`config.mk`:
```
export PLATFORM = sky130hd
export DESIGN_NAME = pong_match_ctrl
export DESIGN_NICKNAME = d
export VERILOG_FILES = /design/src/rtl/pong_match_ctrl.sv
export SDC_FILE = /design/constraint.sdc
export NUM_CORES = 1
export LEC_CHECK = 0
export BUFFER_PORTS_ARGS = -buffer_cell sky130_fd_sc_hd__buf_2
export CORE_AREA = 2 2 85 62
export CTS_CLUSTER_SIZE = 16
export DETAILED_ROUTE_END_ITERATION = 12
export DIE_AREA = 0 0 87 64
export GPL_ROUTABILITY_DRIVEN = 0
export PLACE_DENSITY = 0.74
export SLEW_MARGIN = 20
export SYNTH_ARGS = -nofsm -noshare
export SYNTH_HDL_FRONTEND = slang
export SYNTH_SLANG_ARGS = --single-unit
```
`constraint.sdc`:
```
create_clock -name i_clk -period 3.25 [get_ports i_clk]
set_clock_uncertainty 0.05 [all_clocks]
set_input_delay 0.1625 -clock i_clk [delete_from_list [all_inputs] [get_ports i_clk]]
set_output_delay 0.1625 -clock i_clk [all_outputs]
set_load 0.02 [all_outputs]
```
`src/rtl/pong_match_ctrl.sv`:
```
// Pong match sequencer: owns the game state, both scores and the shared play enable.
// PONG_AUTO_RESTART_EN: game-over times out to IDLE instead of waiting for a start edge.
module pong_match_ctrl #(
    parameter int SCORE_LIMIT = 9,
    parameter int PAUSE_TICKS = 25000000,
    parameter int OVER_TICKS  = 75000000
) (
    input  logic       i_clk,
    input  logic       i_rst,
    input  logic       i_start,
    input  logic       i_miss_left,
    input  logic       i_miss_right,
    output logic       o_game_active,
    output logic [3:0] o_score_left,
    output logic [3:0] o_score_right,
    output logic       o_serve_right,
    output logic       o_game_over,
    output logic       o_winner
);

    localparam int MAXT = (PAUSE_TICKS > OVER_TICKS) ? PAUSE_TICKS : OVER_TICKS;
    localparam int CW   = (MAXT > 1) ? $clog2(MAXT) : 1;
    localparam logic [3:0]    LIM      = 4'(SCORE_LIMIT);
    localparam logic [CW-1:0] PAUSE_LD = CW'(PAUSE_TICKS - 1);
`ifdef PONG_AUTO_RESTART_EN
    localparam logic [CW-1:0] OVER_LD  = CW'(OVER_TICKS - 1);
`endif

    typedef enum logic [1:0] {
        S_IDLE,
        S_SERVE,
        S_RALLY,
        S_OVER
    } state_t;

    state_t        r_state, w_state_nx;
    logic [CW-1:0] r_cnt, w_cnt_nx;
    logic [3:0]    r_sl, r_sr, w_sl_nx, w_sr_nx;
    logic          r_serve, w_serve_nx;
    logic          r_winner, w_winner_nx;
    logic          r_active, r_over, r_start_d;
    logic          w_start_edge, w_cnt_zero;
    logic [3:0]    w_sl_inc, w_sr_inc;

    assign w_start_edge = i_start & ~r_start_d;
    assign w_cnt_zero   = (r_cnt == '0);
    // Saturating increments so a score can never pass the limit
    assign w_sl_inc     = (r_sl >= LIM) ? LIM : r_sl + 4'd1;
    assign w_sr_inc     = (r_sr >= LIM) ? LIM : r_sr + 4'd1;

    always_comb begin
        w_state_nx  = r_state;
        w_cnt_nx    = w_cnt_zero ? r_cnt : r_cnt - 1'b1;
        w_sl_nx     = r_sl;
        w_sr_nx     = r_sr;
        w_serve_nx  = r_serve;
        w_winner_nx = r_winner;
        unique case (r_state)
            S_IDLE: begin
                w_sl_nx = '0;
                w_sr_nx = '0;
                if (w_start_edge) begin
                    w_state_nx = S_SERVE;
                    w_cnt_nx   = PAUSE_LD;
                end
            end
            S_SERVE: begin
                if (w_cnt_zero)
                    w_state_nx = S_RALLY;
            end
            S_RALLY: begin
                if (i_miss_left && i_miss_right) begin
                    w_state_nx = S_SERVE;
                    w_cnt_nx   = PAUSE_LD;
                end else if (i_miss_left) begin
                    w_sr_nx    = w_sr_inc;
                    w_serve_nx = 1'b1;
                    w_state_nx = S_SERVE;
                    w_cnt_nx   = PAUSE_LD;
                    if (w_sr_inc == LIM) begin
                        w_state_nx  = S_OVER;
                        w_winner_nx = 1'b1;
`ifdef PONG_AUTO_RESTART_EN
                        w_cnt_nx    = OVER_LD;
`endif
                    end
                end else if (i_miss_right) begin
                    w_sl_nx    = w_sl_inc;
                    w_serve_nx = 1'b0;
                    w_state_nx = S_SERVE;
                    w_cnt_nx   = PAUSE_LD;
                    if (w_sl_inc == LIM) begin
                        w_state_nx  = S_OVER;
                        w_winner_nx = 1'b0;
`ifdef PONG_AUTO_RESTART_EN
                        w_cnt_nx    = OVER_LD;
`endif
                    end
                end
            end
            S_OVER: begin
`ifdef PONG_AUTO_RESTART_EN
                if (w_cnt_zero) begin
                    w_state_nx  = S_IDLE;
                    w_sl_nx     = '0;
                    w_sr_nx     = '0;
                    w_winner_nx = 1'b0;
                end
`else
                if (w_start_edge) begin
                    w_state_nx  = S_SERVE;
                    w_cnt_nx    = PAUSE_LD;
                    w_sl_nx     = '0;
                    w_sr_nx     = '0;
                    w_serve_nx  = 1'b0;
                    w_winner_nx = 1'b0;
                end
`endif
            end
        endcase
    end

    always_ff @(posedge i_clk or posedge i_rst) begin
        if (i_rst) begin
            r_state   <= S_IDLE;
            r_cnt     <= '0;
            r_sl      <= '0;
            r_sr      <= '0;
            r_serve   <= 1'b0;
            r_winner  <= 1'b0;
            r_active  <= 1'b0;
            r_over    <= 1'b0;
            r_start_d <= 1'b0;
        end else begin
            r_state   <= w_state_nx;
            r_cnt     <= w_cnt_nx;
            r_sl      <= w_sl_nx;
            r_sr      <= w_sr_nx;
            r_serve   <= w_serve_nx;
            r_winner  <= w_winner_nx;
            r_active  <= (w_state_nx == S_RALLY);
            r_over    <= (w_state_nx == S_OVER);
            r_start_d <= i_start;
        end
    end

    assign o_game_active = r_active;
    assign o_score_left  = r_sl;
    assign o_score_right = r_sr;
    assign o_serve_right = r_serve;
    assign o_game_over   = r_over;
    assign o_winner      = r_winner;

endmodule
```
; Yosys cells after proc, flatten, opt, wreduce, memory -nomap -nowiden
; Cells that the tools add are included.
[totals]
register_bits = 42
in_bits = 5
out_inout_bits = 12
elab_cells = 76
[op_classes]
addsub = 3
order_cmp = 2
n_eq_ne = 15
n_mux = 35
bitwise_logic = 2
n_reduce_logical = 10
[op_table]
columns = cell, n
row1 = 27-bit 2-to-1 mux, 5
row2 = 27-bit case mux with 2 select lines, 1
row3 = 4-bit 2-to-1 mux, 8
row4 = 27-bit zero test, 1
row5 = "27-bit by 1-bit subtractor with 27-bit output, second input constant", 1
row6 = 4-bit case mux with 3 select lines, 2
row7 = 2-bit 2-to-1 mux, 7
row8 = "2-bit inequality test, second input constant", 5
row9 = 1-bit 2-to-1 mux, 9
row10 = "3-bit inequality test, second input constant", 3
row11 = "4-bit by 1-bit adder with 4-bit output, second input constant", 2
row12 = "2-bit == test, second input constant", 4
row13 = "4-bit == test, second input constant", 2
row14 = "4-bit greater-or-equal comparator, second input constant", 2
row15 = 4-bit AND reduction, 2
row16 = 2-bit case mux with 3 select lines, 1
row17 = 6-bit AND reduction, 1
row18 = 5-bit AND reduction, 1
row19 = 1-bit case mux with 2 select lines, 2
row20 = 3-bit nonzero test, 1
row21 = "2-bit by 1-bit == test with 1-bit output, second input constant", 1
row22 = 2-bit zero test, 1
row23 = 2-bit nonzero test, 1
row24 = 2-bit OR reduction, 1
row25 = 3 further kinds, 3

; Longest topological paths before layout
[logic_depth]
depth_word = 9
ltp_mapped = 8

; Worst setup path before layout
; OpenSTA, ideal clock, no wires.
[synth_timing]
kind = flip-flop to flip-flop
from = register r_sr[1], in the netlist o_score_right[1]
to = register r_active, in the netlist o_game_active
arrival_ns = 2.318
setup_slack_ns = 0.731
stages_incl_launch_ff = 8
period_less_slack_ns = 2.519
cell_sequence = dfrtp_1 > inv_1 > ha_1 > or3b_2 > o21ai_0 > a211oi_1 > a2111oi_0 > nor3_1
[synth_between]
elab_chain_cells = 8
word_cells_on_any_way = 9
classes_between = add/sub: 1 / order compare: 1 / eq/ne: 2 / mux: 5
[synth_lines]
columns = item, line_no
row1 = start: declaration, 38  ; logic [3:0] r_sl, r_sr, w_sl_nx, w_sr_nx;
row2 = start signal: assignment, 138  ; r_sr <= w_sr_nx;
row3 = 4-bit by 1-bit adder with 4-bit output or 4-bit greater-or-equal comparator (tied branches), 49  ; assign w_sr_inc = (r_sr >= LIM) ? LIM : r_sr + 4'd1;
row4 = 4-bit 2-to-1 mux (*), 49
row5 = 4-bit == test (*), 80  ; if (w_sr_inc == LIM) begin
row6 = 2-bit 2-to-1 mux (*), 80
row7 = 2-bit 2-to-1 mux (*), 75  ; end else if (i_miss_left) begin
row8 = 2-bit 2-to-1 mux (*), 72  ; if (i_miss_left && i_miss_right) begin
row9 = 2-bit case mux with 3 select lines (*), 58  ; unique case (r_state)
row10 = 2-bit == test (*), 141  ; r_active <= (w_state_nx == S_RALLY);
row11 = end signal: assignment, 141
row12 = end: declaration, 41  ; logic r_active, r_over, r_start_d;
; Mark *: on every way between the ends. The rest lies on a longest branch, timed or not.
; A chain may end at the register's enable or synchronous reset.

; Worst setup path in the final report
[layout_timing]
from = register r_sr[0], in the netlist o_score_right[0]
to = register r_active, in the netlist o_game_active
; The elaborated chain is that of the path after synthesis.

==> metrics.log <==
[metrics] P_leak: 1.16 nW
[metrics] Largest stage delay, worst path: ~0.53 ns
[metrics] number of port buffers: 16
[metrics] final standard cell area without fillers: 0.00290 mm2
[metrics] unrepaired setup endpoints after global routing: false
[metrics] vias per std cell: 6.35
[metrics] sequential power share: between 50 and 60%
[metrics] proportion of layout cells with a drive suffix above 1: between 10% and 20%
[metrics] Avg Cell Area, Syn: ~9 um2
[metrics] clock tree from TritonCTS: done
[metrics] count of flip-flops with a built-in enable after synthesis: 0
[metrics] total congestion overflow after global routing: 0
[metrics] type of the tightest min-delay check: in -> reg
[metrics] clock transition at the registers of the reported paths: around 0.080 ns
[metrics] total routing resource utilization after global routing: between 20% and 30%
[metrics] Post-route DRC: 0
[metrics] Longest Clk Path Bufs: 2
[metrics] Yosys warning total: 0
[metrics] clock insertion delay at the later pin of the skew report: 0.30 ns
[metrics] Final Max Tran Viols: 0
[metrics] top cell type's share of synthesized area: between 40% and 50%
[metrics] number of setup buffers added after CTS: 0
[metrics] Relative slew margins: approximately half
[metrics] library cell occupying the most area in the post-synthesis netlist: sky130_fd_sc_hd__dfrtp_1
[metrics] cell at the root of the clock tree: sky130_fd_sc_hd__clkbuf_8
[metrics] Net Switching: around 0.20 mW
[metrics] required time worst endpoint: between 3 and 4 ns
[metrics] cts repair resizes: 0
[metrics] detailed-route wire length per cell: around 17 um
[metrics] core footprint: roughly 0.0047 mm2
[metrics] Placement Rows: 21
[metrics] antenna cells: 0
[metrics] Highest Clock Rate: 366 MHz
[metrics] fraction of power consumed by combinational cells: approximately 2.5%
[metrics] Yosys cell types: just under 60
[metrics] Max Cap Viol: 0
[metrics] most common flop cell mapped by yosys: sky130_fd_sc_hd__dfrtp_1
[metrics] net count reported at finish: ~320
[metrics] count of clock tree sinks: 42
[metrics] antenna violations before repair: 0
[metrics] family with the most delay on the worst path: simple AND/OR/NAND/NOR gates
[metrics] final hold vios: 0
[metrics] Final Routed Wirelength: between 6000 and 7000 um
[metrics] vias: between 2000 and 2500
[metrics] area added between synthesis and finish: 10.8%
[metrics] Vert. Die Dim: 64 um
[metrics] total power of the final layout: between 0.9 and 1 mW
[metrics] Setup violations, final: 0
[metrics] total die area: roughly 0.0056 mm2
[metrics] netlist area before placement: around 0.0026 mm2
[metrics] switch share: 21.2%
[metrics] share of power burned in the clock network: between 40% and 50%
[metrics] die width: roughly 87 um
[metrics] number of violations reported at the end of detailed-routing iteration 0: 244
[metrics] register bit count reported by yosys: 42
[metrics] Cell Int Power: ~0.74 mW
[metrics] slew of the pin with the lowest slew margin: around 0.75 ns
[metrics] placement-stage cell area: about 0.0028 mm2
[metrics] Final HPWL DP: around 4400 um
[metrics] fin crit share: 84.0%
[metrics] number of ports placed on the die boundary: 17
[metrics] first-pass GRT wire length: roughly 10000 um
[metrics] number of instances in the synthesized netlist: ~280
[metrics] post-layout min period: between 2 and 3 ns
[metrics] via count of the first global-routing pass: 2132
[metrics] syn_nets: 300
[metrics] most area-consuming cells after synthesis: sky130_fd_sc_hd__dfrtp_1, sky130_fd_sc_hd__ha_1, sky130_fd_sc_hd__o21ai_0, sky130_fd_sc_hd__a21oi_1, sky130_fd_sc_hd__nor2_1
[metrics] number of levels the H-tree was split into: 2
[metrics] crit path buf inv count: 1
[metrics] path type of the worst setup path: reg -> reg
[metrics] hold buffer count at CTS: 2
[metrics] total clock buffers created by CTS: 5
[metrics] Async S/R FF share, synth: between 90% and 100%
[metrics] starting density of the core: between 50% and 60%
[metrics] critical path data arrival time: approximately 2.8 ns
[metrics] sequential share of the synthesized area: approximately two fifths
[metrics] Max FO, Critical Path: 7
[metrics] DRT antenna net count: 0
[metrics] startpoint kind of the worst setup timing path: register
[metrics] ordered list of cells on the worst path: inv_1 -> ha_1 -> or3b_2 -> o21ai_0 -> a2111oi_0 -> nor4_1 -> nor3_1
[metrics] setup total negative slack: 0 ns
[metrics] status: complete, no violations
[metrics] master of the slowest instance on the critical path: sky130_fd_sc_hd__nor4_1
[metrics] Crit. End Element: register
[metrics] number of detailed-routing iterations run before antenna repair: 4
[metrics] PwrDens: roughly 330 mW/mm2
[metrics] Worst VDD drop: between 0.15 and 0.2 mV
[metrics] maximum number of pins on one net before global-route repair: 28
==> power groups by stage <==
stage               sequential [mW]  clock, mW  combinational (mW)
floorplan                     0.533          0              0.0141
global placement              0.533          0              0.0221
detailed placement            0.533          0              0.0229
CTS                           0.523      0.410              0.0246
global route                  0.523      0.439              0.0274
finish                        0.523      0.397              0.0236
==> metrics by stage <==
stage                     hold WS (ns)  util (%)  worst slack, ns  cells
after global placement           0.125      59.0            0.710    354
after CTS                        0.242      61.7            0.539    364
after global routing             0.231      61.7            0.139    364
after floorplan                  0.144         -            0.731    284
final                            0.254      61.7            0.519    364
after detailed placement         0.131      59.0            0.556    354
==> layout by cell type (no fill, tap or decap), drive strengths merged, types with 3 or more instances in the layout <==
cell	count
nor4	7
nand2	14
and3	4
nor2	18
or4	6
o211ai	4
buf	23
o21ai	27
nand2b	6
nand3b	3
nor3	11
xor2	6
dfrtp	42
nand3	11
o311ai	3
o2111ai	3
ha	11
nand4	4
a21oi	15
or3	8
a211oi	4
a221oi	3
a2111oi	3
clkbuf	8
nor3b	3
o31ai	10
inv	16
==> cell families (layout without fill, tap and decap cells) <==
logic type	Yosys count	in the layout	share of synthesized area (%)
buf+inv	27	50	4.35
compound gates	88	88	23.1
flops	42	42	40.1
simple gates	105	105	23.3
mux	3	3	1.24
xor+xnor	8	8	2.68
fa+ha+maj	11	11	5.26
==> tightest hold or removal path: stages <==
cell and delay, ns:
sky130_fd_sc_hd__buf_2 0.16, sky130_fd_sc_hd__a31oi_1 0.14, sky130_fd_sc_hd__o22ai_1 0.09
==> Yosys cell counts, types with 3 or more instances <==
library cell                 n
sky130_fd_sc_hd__o21ai_0    26
sky130_fd_sc_hd__o211ai_1    4
sky130_fd_sc_hd__clkbuf_1    7
sky130_fd_sc_hd__a211oi_1    4
sky130_fd_sc_hd__nor3b_1     3
sky130_fd_sc_hd__a221oi_1    3
sky130_fd_sc_hd__dfrtp_1    42
sky130_fd_sc_hd__nor4_1      5
sky130_fd_sc_hd__nand2b_1    6
sky130_fd_sc_hd__nand3_1    10
sky130_fd_sc_hd__nor3_1     10
sky130_fd_sc_hd__nand2_1    14
sky130_fd_sc_hd__o31ai_1     8
sky130_fd_sc_hd__nor2_1     18
sky130_fd_sc_hd__inv_1      17
sky130_fd_sc_hd__ha_1       11
sky130_fd_sc_hd__and3_1      4
sky130_fd_sc_hd__o311ai_0    3
sky130_fd_sc_hd__a2111oi_0   3
sky130_fd_sc_hd__xor2_1      6
sky130_fd_sc_hd__or4_1       6
sky130_fd_sc_hd__nand3b_1    3
sky130_fd_sc_hd__nand4_1     4
sky130_fd_sc_hd__or3_1       8
sky130_fd_sc_hd__o2111ai_1   3
sky130_fd_sc_hd__a21oi_1    15
==> worst paths after layout <==
check                            startpoint          endpoint  depth (start not counted)  slack (ns)
max                        o_score_right[0]     o_game_active                          7        0.52
min                            i_miss_right     o_serve_right                          3        0.25
max reg2reg                o_score_right[0]     o_game_active                          7        0.52
min reg2reg                        o_winner          o_winner                          2        0.48
max in group asynchronous             i_rst          r_cnt[3]                          4        2.09
min in group asynchronous             i_rst  o_score_right[1]                          3        0.35
==> registers in the layout, summed over array words and instances, names as in the netlist <==
register / count
o_serve_right: 1
o_game_active: 1
r_cnt: 27
o_score_left: 4
o_winner: 1
r_state: 2
o_score_right: 4
o_game_over: 1
r_start_d: 1
==> final cells by class <==
| type | count | area [um2] |
|---|---|---|
| clock buffer | 8 | 110 |
| fill | 401 | 1800 |
| inverter | 17 | 63.8 |
| multi-input combinational | 215 | 1450 |
| sequential | 42 | 1050 |
| tap | 57 | 71.3 |
| timing repair buffer | 25 | 153 |
==> metal layers <==
layer / share of wire (%) / track usage (%) / routed length [um]
met2: 42 / 31.9 / 2530
met5: 0 / 0 / 0
met1: 51 / 39.2 / 3120
met3: 6.6 / 6.07 / 403
met4: 0.43 / 4.49 / 26
No activity file was read; power rests on OpenSTA's default activity.
